<file path="src/rtl/uart_pkg.sv">
// uart_pkg: shared UART receiver state encoding, oversampling constants and parity select codes.
package uart_pkg;
  typedef enum logic [2:0] {IDLE, START, DATA, PARITY, STOP, BRK} uart_rx_state_e;
  localparam int OS_RATE = 16;
  localparam logic [3:0] OS_MID = 4'd7;
  localparam logic [3:0] OS_LAST = 4'd15;
  localparam int DATA_BITS = 8;
  localparam logic PAR_EVEN = 1'b0;
  localparam logic PAR_ODD = 1'b1;
endpackage

</file>
<file path="src/rtl/uart_rx_if.sv">
// uart_rx_if: serial input, parity select and received-byte outputs of the UART receiver.
interface uart_rx_if;
  logic rx_in;
  logic p_sel;
  logic [7:0] data;
  logic rx_valid;
  logic parity_err;
  logic frame_err;
  logic busy;
  modport master (output rx_in, p_sel, input data, rx_valid, parity_err, frame_err, busy);
  modport slave (input rx_in, p_sel, output data, rx_valid, parity_err, frame_err, busy);
endinterface

</file>
<file path="src/rtl/uart_rx_os_tick.sv">
// uart_rx_os_tick: free-running OS_DIV divider with synchronous clear, pulsing os_tick at wrap.
module uart_rx_os_tick #(
  parameter int OS_DIV = 27,
  parameter int OS_W = 8
) (
  input  logic clk,
  input  logic reset,
  input  logic clr,
  output logic os_tick
);
  localparam logic [OS_W-1:0] LAST = OS_W'(OS_DIV - 1);
  logic [OS_W-1:0] cnt;
  assign os_tick = cnt == LAST;
  always_ff @(posedge clk) begin
    if (reset || clr || os_tick) cnt <= '0;
    else cnt <= cnt + 1'b1;
  end
endmodule

</file>
<file path="src/rtl/uart_rx.sv">
// uart_rx: 16x oversampled UART receiver for start + 8 data + parity + stop frames.
module uart_rx
  import uart_pkg::*;
#(
  parameter int OS_DIV = 27,
  parameter int OS_W = 8
) (
  input logic clk,
  input logic reset,
  uart_rx_if.slave bus
);
  localparam logic [2:0] S_IDLE = IDLE;
  localparam logic [2:0] S_START = START;
  localparam logic [2:0] S_DATA = DATA;
  localparam logic [2:0] S_PARITY = PARITY;
  localparam logic [2:0] S_STOP = STOP;
  localparam logic [2:0] S_BRK = BRK;
  logic rx_m, rx_s, os_tick, clr, mid, p_lat, perr;
  logic [2:0] state, bit_cnt;
  logic [3:0] tick_cnt;
  logic [DATA_BITS-1:0] shift;
  // Divider restarts at the detected falling edge so mid-bit samples line up with it.
  assign clr = state == S_IDLE && !rx_s;
  assign mid = os_tick && tick_cnt == (state == S_START ? OS_MID : OS_LAST);
  uart_rx_os_tick #(.OS_DIV(OS_DIV), .OS_W(OS_W)) u_os_tick (
    .clk(clk),
    .reset(reset),
    .clr(clr),
    .os_tick(os_tick)
  );
  always_ff @(posedge clk) begin
    if (reset) {rx_s, rx_m} <= 2'b11;
    else {rx_s, rx_m} <= {rx_m, bus.rx_in};
  end
  always_ff @(posedge clk) begin
    if (reset) begin
      state <= S_IDLE;
      tick_cnt <= '0;
      bit_cnt <= '0;
      shift <= '0;
      p_lat <= 1'b0;
      perr <= 1'b0;
      bus.data <= '0;
      bus.rx_valid <= 1'b0;
      bus.parity_err <= 1'b0;
      bus.frame_err <= 1'b0;
      bus.busy <= 1'b0;
    end else begin
      bus.rx_valid <= 1'b0;
      tick_cnt <= state == S_IDLE || mid ? 4'd0 : os_tick ? tick_cnt + 4'd1 : tick_cnt;
      case (state)
        S_IDLE: if (!rx_s) state <= S_START;
        S_START:
          if (mid) begin
            state <= rx_s ? S_IDLE : S_DATA;
            bus.busy <= !rx_s;
            if (!rx_s) p_lat <= bus.p_sel;
            bit_cnt <= '0;
          end
        S_DATA:
          if (mid) begin
            shift <= {rx_s, shift[DATA_BITS-1:1]};
            bit_cnt <= bit_cnt + 3'd1;
            if (bit_cnt == 3'(DATA_BITS - 1)) state <= S_PARITY;
          end
        S_PARITY:
          if (mid) begin
            perr <= (^shift ^ rx_s) != p_lat;
            state <= S_STOP;
          end
        S_STOP:
          if (mid) begin
            bus.data <= shift;
            bus.parity_err <= perr;
            bus.frame_err <= !rx_s;
            bus.rx_valid <= 1'b1;
            bus.busy <= !rx_s;
            state <= rx_s ? S_IDLE : S_BRK;
          end
        S_BRK:
          if (rx_s) begin
            state <= S_IDLE;
            bus.busy <= 1'b0;
          end
        default: state <= S_IDLE;
      endcase
    end
  end
endmodule

</file>
<file path="src/flat_wrapper.sv">
// flat-port wrapper written by rule: the top's interface ports become plain ports
module uart_rx_flat import uart_pkg::*;
#(
  parameter int OS_DIV = 27,
  parameter int OS_W = 8
)
  (clk, reset, bus_rx_in, bus_p_sel, bus_data, bus_rx_valid, bus_parity_err, bus_frame_err, bus_busy);
  uart_rx_if bus_i ();
  input logic clk;
  input logic reset;
  input wire logic [$bits(bus_i.rx_in)-1:0] bus_rx_in;
  input wire logic [$bits(bus_i.p_sel)-1:0] bus_p_sel;
  output wire logic [$bits(bus_i.data)-1:0] bus_data;
  output wire logic [$bits(bus_i.rx_valid)-1:0] bus_rx_valid;
  output wire logic [$bits(bus_i.parity_err)-1:0] bus_parity_err;
  output wire logic [$bits(bus_i.frame_err)-1:0] bus_frame_err;
  output wire logic [$bits(bus_i.busy)-1:0] bus_busy;
  assign bus_i.rx_in = bus_rx_in;
  assign bus_i.p_sel = bus_p_sel;
  assign bus_data = bus_i.data;
  assign bus_rx_valid = bus_i.rx_valid;
  assign bus_parity_err = bus_i.parity_err;
  assign bus_frame_err = bus_i.frame_err;
  assign bus_busy = bus_i.busy;
  uart_rx #(.OS_DIV(OS_DIV), .OS_W(OS_W)) u_core (.clk(clk), .reset(reset), .bus(bus_i));
endmodule
</file>
<file path="config.mk">
export PLATFORM = sky130hd
export DESIGN_NAME = uart_rx_flat
export DESIGN_NICKNAME = d
export VERILOG_FILES = /design/src/rtl/uart_pkg.sv /design/src/rtl/uart_rx_if.sv /design/src/rtl/uart_rx_os_tick.sv /design/src/rtl/uart_rx.sv /design/src/flat_wrapper.sv
export SDC_FILE = /design/constraint.sdc
export NUM_CORES = 1
export LEC_CHECK = 0
export CAP_MARGIN = 40
export CORE_ASPECT_RATIO = 1.2
export CORE_MARGIN = 2
export CORE_UTILIZATION = 36
export CTS_CLUSTER_DIAMETER = 30
export CTS_CLUSTER_SIZE = 30
export DETAILED_ROUTE_END_ITERATION = 16
export DONT_BUFFER_PORTS = 1
export PLACE_DENSITY_LB_ADDON = 0.3
export SYNTH_ARGS = -nofsm -noshare
export SYNTH_HDL_FRONTEND = slang
export SYNTH_SLANG_ARGS = --single-unit
</file>
<file path="constraint.sdc">
create_clock -name clk -period 2.95 [get_ports clk]
set_input_delay 0.4425 -clock clk [delete_from_list [all_inputs] [get_ports clk]]
set_output_delay 0.4425 -clock clk [all_outputs]
set_load 0.02 [all_outputs]
</file>
==> run summary <==
In the layout the commonest cells are 42 x sky130_fd_sc_hd__dfxtp_1, 40 x sky130_fd_sc_hd__nor2_1, 20 x sky130_fd_sc_hd__mux2i_1. The first-pass GRT wire length came out at 5700 microns. The number of cells produced by synthesis came out at 202.

The ratio of total power to cell area is 485 mW/mm^2. The final max-slew violation count came out at 0. The proportion of layout cells with a drive suffix above 1 is 8.59%.

The number of vias in the routed layout is 1274. The post-detailed-route via-to-cell ratio came out at 4.94. The leakage power total is 0.757 nW. The area growth from synthesis to final layout is 5.14%. Clock-pin slew was measured on the worst setup and hold paths at 0.08 ns. The number of input and output port buffers inserted came out at 0. The number of levels the H-tree was split into is 2. By area the synthesized netlist is led by sky130_fd_sc_hd__dfxtp_1 44%, sky130_fd_sc_hd__mux2i_1 11%, sky130_fd_sc_hd__nor2_1 7.9%, sky130_fd_sc_hd__xnor2_1 6.9%, sky130_fd_sc_hd__ha_1 3.3%. The flow ran to the end, and the final reports show no timing, DRC or antenna violations. The die width is 70.3 microns.

The post-detailed-placement half-perimeter wirelength is 2260 microns. The leftover overflow at the end of global routing came out at 0. The number of global-route vias before repair came out at 1154. Yosys mapped the design onto 39 distinct sky130hd cell types. By area, the combinational part of the netlist is dominated by simple AND/OR/NAND/NOR gates. Yosys mapped a number of flops with a built-in enable equal to 0.

The congestion estimate from routability-driven global placement came to roughly 0.7. The total die area is just under 0.006 sq mm. The pin slew with the least headroom to its limit is 0.667 ns.

At the later pin of the worst-skew pair, clock insertion delay measures around 0.30 ns. TritonCTS built the clock tree. The pre-antenna-repair detailed-routing pass consisted of 4 iterations. The synthesized flop and latch total is 42.

Counting every net in the synthesized netlist gives 211. Counting the fill cells in the layout gives around 510. The minimum clock period after layout came out at approximately 2.2 ns. The min-delay analysis places its worst path in the category input pin to flop.

The area of the multi-input gates came out at 981 sq um. Setup repair after global routing left no endpoint under its margin. Multiplexer cells account for 10.6% of the synthesized area. The number of buffers inserted by hold repair at cts is 0. Of the total synthesized cell area, the portion taken by full adders, half adders and majority gates is 3.30%.

The summed negative setup slack over all endpoints came out at 0 ns. The post-synthesis simple-gate area fraction came out at a little under a quarter. STA classifies the critical path endpoint as a flop.

The count of cells resized by post-cts repair is 0. The fraction of registers with async set or reset after synthesis is 0%. The global router's overall resource usage is 12.0%. The count of antenna diodes in the layout came out at 0. The path type of the worst setup path is flop to flop.

The data arrival time of the critical path came out at roughly 2.4 ns. The startpoint class of the critical path is a flop. Static timing analysis puts the maximum clock frequency at 464 MHz. The number of CTS-inserted buffers came out at 5. The sequential-to-total area share from yosys stat came out at 44.3%.

The sum of routed wire length over all layers is 3240 microns. The setup violation total in the final timing report came out at 0. Of the post-synthesis cell area, the dominant cell type holds 44.3%. The headroom to the max-slew limit came out at about 55%. The remaining number of nets flagged by the antenna check after routing is 0. The buffer type at the clock tree root is sky130_fd_sc_hd__clkbuf_8.

The standard cell core area is 0.00501 sq mm. The share of the clock period used by the worst path after layout is 73.0%. Clock tree synthesis found a total of 42 sinks. For this block, the initial DRC count from the detailed router was 53. The vertical extent of the die is 83.5 microns.

The area fraction in compound gates after synthesis is 6.00%. The reported max-cap violation count came out at 0. The number of standard-cell rows in the floorplan came out at 28. The number of DRC violations after detailed routing is 0. The average instance area after synthesis came out at 9.39 sq um. The maximum number of pins on one net before global-route repair came out at 35. The largest vdd supply drop is 316 uV. The number of buffers on the longest clock path is 2.

The clock tree skew after final layout is 0.0105 ns. The total number of yosys warnings came out at 0. The minimum hold slack is 0.204 ns.

Leaving out fill and tap cells, the most frequent cell in the layout is sky130_fd_sc_hd__dfxtp_1. The synthesized cell area came out at 0.00190 sq mm. In the synthesized netlist the dominant register cell turns out to be sky130_fd_sc_hd__dfxtp_1. Dividing the detail-routed wire length by the instance count gives 12.6 microns. At the end of the flow, the number of nets in the layout was 206. The footprint of the flip-flops and latches came out at between 800 and 900 sq um. The total count of hold-check failures in the final report is 0. After clock tree synthesis, the setup repair step added 0 buffers. Of all nets on the critical path, the largest fanout is 12.

The effective utilization at floorplan came out at a little under two fifths. The number of antenna violations at the first check in global routing is 0. The top cell type by total area after synthesis is sky130_fd_sc_hd__dfxtp_1.

The parity-gate share of the synthesized area counting xor and xnor cells is 9.23%. The data required time of the critical path is 3.19 ns. For this design the top-level I/O count stands at 16.
[worst max-delay path, stage by stage, from the launching register on]
cell and delay [ns]:
sky130_fd_sc_hd__dfxtp_1 0.35, sky130_fd_sc_hd__inv_1 0.06, sky130_fd_sc_hd__ha_1 0.13, sky130_fd_sc_hd__nand4b_1 0.22
sky130_fd_sc_hd__nor3_4 0.32, sky130_fd_sc_hd__nand3b_1 0.51, sky130_fd_sc_hd__or2_0 0.39, sky130_fd_sc_hd__a21oi_1 0.12
[cells in the mapped netlist (3+ instances only)]
cell / n
sky130_fd_sc_hd__dfxtp_1: 42
sky130_fd_sc_hd__nor2_1: 40
sky130_fd_sc_hd__mux2i_1: 20
sky130_fd_sc_hd__xnor2_1: 15
sky130_fd_sc_hd__nand2_1: 10
sky130_fd_sc_hd__clkbuf_1: 7
sky130_fd_sc_hd__nand3_1: 6
sky130_fd_sc_hd__a21oi_1: 5
sky130_fd_sc_hd__ha_1: 5
sky130_fd_sc_hd__nor3_1: 5
sky130_fd_sc_hd__xor2_1: 5
sky130_fd_sc_hd__a31oi_1: 3
sky130_fd_sc_hd__buf_2: 3
sky130_fd_sc_hd__inv_1: 3
sky130_fd_sc_hd__nand4_1: 3
[power breakdown]
group	leakage (nW)	internal (mW)	switching, mW
logic	0.372	0.0120	0.0122
registers	0.339	0.572	0.00937
clock network	0.0452	0.167	0.195
total	0.757	0.751	0.216
[registers in the layout (all words and copies together) (netlist names)]
signal,count
u_core.bit_cnt,3
u_core.bus.busy,1
u_core.p_lat,1
u_core.bus.frame_err,1
u_core.tick_cnt,4
u_core.state,3
u_core.u_os_tick.cnt,8
u_core.perr,1
u_core.bus.rx_valid,1
u_core.bus.parity_err,1
u_core.rx_m,1
u_core.shift,8
u_core.rx_s,1
u_core.bus.data,8
[path summary, 6_finish.rpt]
kind,start,to,slack (ns),cells past startpoint
max,u_core.u_os_tick.cnt[0],u_core.bus.frame_err,0.80,7
min,reset,u_core.state[2],0.20,1
max reg2reg,u_core.u_os_tick.cnt[0],u_core.bus.frame_err,0.80,7
min reg2reg,u_core.rx_m,u_core.rx_s,0.41,1
[layout make-up]
| cell class | count | area share [%] |
|---|---|---|
| sequential | 42 | 42.2 |
| multi-input combinational | 145 | 49.2 |
| tap | 60 | 3.76 |
| clock buffer | 6 | 3.64 |
| clock inverter | 2 | 0.690 |
| inverter | 3 | 0.565 |
[kinds of logic (layout without fill, tap and decap cells)]
group / count (synthesis) / count (layout)
XOR/XNOR: 20 / 20
multiplexers: 20 / 20
AO/OA/AOI/OAI: 16 / 16
AND/OR/NAND/NOR: 84 / 84
buffers and inverters: 15 / 11
adder cells (fa/ha/maj): 5 / 5
flip-flops: 42 / 42
[through the flow]
step                      worst slack (ns)  area (sq um)  power, mW  instances  utilization [%]
after floorplan                       1.29          1900      0.621        202                -
after global placement               0.864          1910      0.619        250             38.1
after detailed placement             0.798          1910      0.620        250             38.1
after CTS                            0.784          1990      0.979        258             39.8
after global routing                 0.576          1990       1.01        258             39.8
final                                0.795          1990      0.967        258             39.8
[layer usage]
metal | vias to the layer above | GRT usage (%) | part of all wire [%]
li1 | 669 | - | -
met1 | 577 | 15.6 | 49
met2 | 21 | 17.7 | 44
met3 | 7 | 3.86 | 4.9
met4 | 0 | 6.29 | 2.5
met5 | - | 0 | 0
No activity file was read; power rests on OpenSTA's default activity.
==> RTL change 1, RTL diff (config.mk and constraints unchanged) <==
`OS_W` is set to 8 in 3 places; all go to 6.
--- a/src/rtl/uart_rx_os_tick.sv
+++ b/src/rtl/uart_rx_os_tick.sv
@@ -3,3 +3,3 @@
   parameter int OS_DIV = 27,
-  parameter int OS_W = 8
+  parameter int OS_W = 6
 ) (
--- a/src/rtl/uart_rx.sv
+++ b/src/rtl/uart_rx.sv
@@ -5,3 +5,3 @@
   parameter int OS_DIV = 27,
-  parameter int OS_W = 8
+  parameter int OS_W = 6
 ) (
--- a/src/flat_wrapper.sv
+++ b/src/flat_wrapper.sv
@@ -4,3 +4,3 @@
   parameter int OS_DIV = 27,
-  parameter int OS_W = 8
+  parameter int OS_W = 6
 )
Function: no difference found for any inputs over 10 cycles, from zero or initial values and one cycle with reset high; that may be too few to reach the edited logic, so the function may still have changed.
==> RTL change 1 against the original RTL <==
- routed wire length grew 4.7%
- via count up 1.3%
- sequential cell count shrank 2
- die area is 1.9% lower
- final area rose by 1.5%
- area after synthesis shrank 2.0%
- setup slack better by 0.21 ns
- hold slack better by 0.0086 ns
- critical path depth rose by 1
Power is not compared: it rests on default switching activity, and its combinational part moved more than twofold at a synthesized area within 25%.
==> RTL change 1: results (changes against the original RTL) <==
- Outcome: finished clean
- Post-synthesis mux area share: 0.1239 (+0.01836)
- Compound-Gate Fraction of Synth Area: 0.07138 (+0.01135)
- Placer's final routability congestion estimate: 0.7869 (+11%)
- XOR/XNOR share of the synthesized area: 0.08283 (-0.009520)
- Vias in the first global route: 1,228 (+6.4%)
- DRT Wirelength: 3397 µm (+4.7%)
- Worst Clk Skew: 0.003083 ns (-0.007409 ns)
- Worst-Margin Slew: 0.5367 ns (-0.1302 ns)
- Register area share after synthesis: 0.4310 (-0.01230)
- Met2 Use GR: 0.2115 (+0.03487)
- Clk_lat worst skew: 0.29 ns
- Hold Path End: u_core.shift[0]
- Largest net degree at the start of global routing: 32 (-8.6%)
- Met1 global-route usage: 0.1453 (-0.01082)
- Reg-to-reg setup timing slack: 1.00 ns (+0.21 ns)
- Post-DP Area: 0.001898 mm² (-0.52%)
- Starting DRT DRC Count: 40 (-25%)
- Post-Syn Nets: 202 (-4.3%)
- Share of layout cells above drive strength 1: 0.08808 (+0.002224)
- Synth Area in Adders: 0.03367 (+0.0006885)
- Global Route met3 Usage: 0.03277 (-0.005880)
- GRT Overall Usage: 0.1266 (+0.006349)
- Critical path capture point: u_core.bus.data[7]
- Post-CTS Setup Inserts: 0 (unchanged)
- Global-route wire length before repair: 5685 µm (-0.25%)
- Cells on worst reg2reg path: 8 (+1)
- Drt pass-1 iters: 4 (unchanged)
- Top Registers: u_core.bus.data (8), u_core.shift (8), u_core.u_os_tick.cnt (6)
- DPL Wire Length: 2369 µm (+5.0%)
- Post-synth top cells: dfxtp_1, nor2_1, mux2i_1
- Ys async rst share: 0 (unchanged)
- Distinct cell type count after synthesis: 41 (+5.1%)
- DR vias: 1,291 (+1.3%)
- Ys Warns: 0 (unchanged)
- Top post-synthesis cells by area: dfxtp_1, mux2i_1, nor2_1, xnor2_1, ha_1
- # fillers: 475 (-6.1%)
- Crit Path Max Fanout: 12 (unchanged)
## RTL change 1: cell count changes after synthesis, moves of 3 or more
cell	change
o21ai_0	+4
a21oi_1	-3
a31oi_1	-3
mux2i_1	+3
nor3_1	-3
xnor2_1	-3
## RTL change 1: cell type report
cell class,instances,share of cell area
Tap cell,60,0.03708
Timing Repair Buffer,2,0.007417
Sequential cell,40,0.3956
Clock buffer,7,0.04759
Inverter,7,0.01298
Multi-Input combinational cell,136,0.4845
Clock inverter,1,0.01483
## RTL change 1: kinds of logic (layout without fill, tap and decap cells)
group,after synthesis,in the layout
and+or+nand+nor,73,73
DFF,40,40
muxes,23,23
AOI/OAI and AO/OA,19,19
buffers and inverters,17,17
xor gates and xnor gates,16,16
adders and majority gates,5,5
## RTL change 1: critical path: stages (launching register included)
cell	delay, ns
dfxtp_1	0.34
inv_1	0.06
ha_1	0.18
clkinv_1	0.12
nor4_4	0.36
nor4b_4	0.24
buf_4	0.26
mux2i_1	0.22
nor2_1	0.06
## RTL change 1: power breakdown
part	switching, mW	internal [mW]	total, mW
clock network	0.189	0.298	0.488
logic	0.0520	0.0482	0.100
registers	0.0325	0.551	0.584
## RTL change 1: per-stage QoR
stage | hold slack, ns | total power, mW | worst slack (ns) | utilization | cells
floorplan | 0.3895 | 0.6818 | 1.120 | - | 193
global placement | 0.3919 | 0.6964 | 1.074 | 0.3842 | 245
detailed placement | 0.4014 | 0.6954 | 1.016 | 0.3842 | 245
CTS | 0.1994 | 1.187 | 0.9957 | 0.4098 | 253
global route | 0.1927 | 1.223 | 0.8142 | 0.4098 | 253
finish | 0.2122 | 1.171 | 1.002 | 0.4098 | 253
## RTL change 1: layer usage
layer	vias to the layer above	routed length, µm
met5	-	0
met4	0	95
met3	8	121
met2	19	1603
met1	613	1577
li1	651	-
==> RTL change 2, RTL diff (same settings) <==
Made on the original files. Reset style: asynchronous (`reset`), changed in 2 clocked blocks.
--- a/src/rtl/uart_rx.sv
+++ b/src/rtl/uart_rx.sv
@@ -30,3 +30,3 @@
   );
-  always_ff @(posedge clk) begin
+  always_ff @(posedge clk or posedge reset) begin
     if (reset) {rx_s, rx_m} <= 2'b11;
@@ -34,3 +34,3 @@
   end
-  always_ff @(posedge clk) begin
+  always_ff @(posedge clk or posedge reset) begin
     if (reset) begin
Behaviour: same outputs for any inputs over 10 cycles, from zero or initial values and one cycle with reset high; that may be too few to reach the edited logic, so the function may still have changed.
==> RTL change 2 against the original RTL <==
- area after synthesis up 8.6%
- routed wire length up 3.2%
- core utilization up 0.056 points
- total power grew 10%
- sequential cell count unchanged
- clock power up 26%
- final area up 12%
- setup slack lost 0.052 ns
- hold slack worse by 0.091 ns
- critical path type unchanged
==> RTL change 2: results (changes against the original RTL) <==
- Outcome: finished clean
- Post-Syn Nets: 186 (-12%)
- Leak Pwr: 1.033 nW (+37%)
- Routed len/inst: 13.77 µm (+9.6%)
- Ys async rst share: 0.8095 (+0.8095)
- Post_cts resized: 0 (unchanged)
- H-tree levels: 2 (unchanged)
- IO buf count: 0 (unchanged)
- Largest net degree at the start of global routing: 35 (unchanged)
- Seq pwr: approximately 0.59 mW
- Post-CTS Setup Inserts: 0 (unchanged)
- Final Non-Filler Cells: 243 (-5.8%)
- Global-route wire length before repair: 5768 µm (+1.2%)
- Clk_lat worst skew: 0.30 ns (about the same)
- Crit Path Max Fanout: 10 (-2)
- Worst Clk Skew: 0.007373 ns (-0.003120 ns)
- Register area share after synthesis: 0.4921 (+0.04883)
- Ant. Diodes: 0 (unchanged)
- Reg clk slew, reported paths: 0.08 ns (about the same)
- Sw Share: 0.2104 (-0.01311)
- Post-DP Area: 0.002117 mm² (+11%)
- Top Registers: u_core.bus.data (8), u_core.shift (8), u_core.u_os_tick.cnt (8)
- Worst hold path class: primary input to async pin
- Peak VDD IR: 0.2003 mV (-37%)
- Worst-Margin Slew: 0.6052 ns (-0.06175 ns)
- CP arrival: 2.39 ns (about the same)
- Avg Cell Area, Syn: 11.64 µm² (+24%)
- GRT Overall Usage: 0.1163 (-0.003943)
- Top post-synthesis cells by area: dfrtp_1, dfxtp_1, mux2_4, xnor2_1, mux2_2
- Placer's final routability congestion estimate: 0.7775 (+9.8%)
- Comb. pwr: 0.0234 mW (-3%)
- Post-synth top cells: dfrtp_1, nor2_1, xnor2_1
- Worst slack, placed: 0.7437 ns (-0.05473 ns)
- CTS Buf Count: 5 (unchanged)
- Ys Warns: 0 (unchanged)
- Vias in the first global route: 1,200 (+4.0%)
- Share of layout cells above drive strength 1: 0.2179 (+0.1320)
- Vias per inst: 5.152 (+4.3%)
- Clock root buffer: clkbuf_8
- Starting DRT DRC Count: 67 (+26%)
- CTS Buffer Depth: 2 (unchanged)
- Distinct cell type count after synthesis: 43 (+10%)
- Initial antenna violation count: 0 (unchanged)
- Cells on worst reg2reg path: 4 (-3)
- DPL Wire Length: 2353 µm (+4.3%)
- Drt pass-1 iters: 4 (unchanged)
==> RTL change 2: cell type report <==
type	count	area, µm²
fillers	547	3363
flip-flops and latches	42	1013
multi-input cells	124	997.2
well taps	64	80.08
clock buffers	5	68.82
clock inverters	3	43.79
repair buffers	2	15.01
inverters	3	11.26
==> RTL change 2: stage by stage <==
step                      power [mW]  hold slack (ns)    util
final                          1.065           0.1124  0.3987
after global routing           1.111           0.1108  0.3987
after CTS                      1.084           0.1244  0.3987
after detailed placement      0.6220           0.3481  0.3785
after global placement        0.6214           0.3461  0.3785
after floorplan               0.6142           0.3452       -
==> RTL change 2: critical path, cell delays in order, from the launching register on <==
cell and delay, ns:
dfxtp_1 0.36, nor4b_4 0.52, nand3_4 0.17, or3_1 0.64
mux2_4 0.39
==> RTL change 2: final timing paths <==
path	start	to	slack, ns
min	reset	u_core.tick_cnt[0]	0.11
max	u_core.u_os_tick.cnt[5]	u_core.bus.data[2]	0.74
min in group clk	bus_rx_in	u_core.rx_m	0.14
max in group asynchronous	reset	u_core.rx_s	2.49
max reg2reg	u_core.u_os_tick.cnt[5]	u_core.bus.data[2]	0.74
min reg2reg	u_core.rx_m	u_core.rx_s	0.36
==> RTL change 2: metal layers <==
layer	routed length [µm]	global-route usage	vias up
met5	0	0	-
met4	49	0.04040	0
met3	96	0.03819	5
met2	1597	0.1777	17
met1	1603	0.1536	609
li1	-	-	621
==> RTL change 2: cell families (layout without fill, tap and decap cells) <==
group	after synthesis	count (layout)	share of synthesized area
muxes	22	22	0.1373
AOI/OAI and AO/OA	18	18	0.05833
xor gates and xnor gates	20	20	0.09174
and+or+nand+nor	59	59	0.1665
DFF	42	42	0.4921
adders and majority gates	5	5	0.03038
buffers and inverters	11	13	0.02369
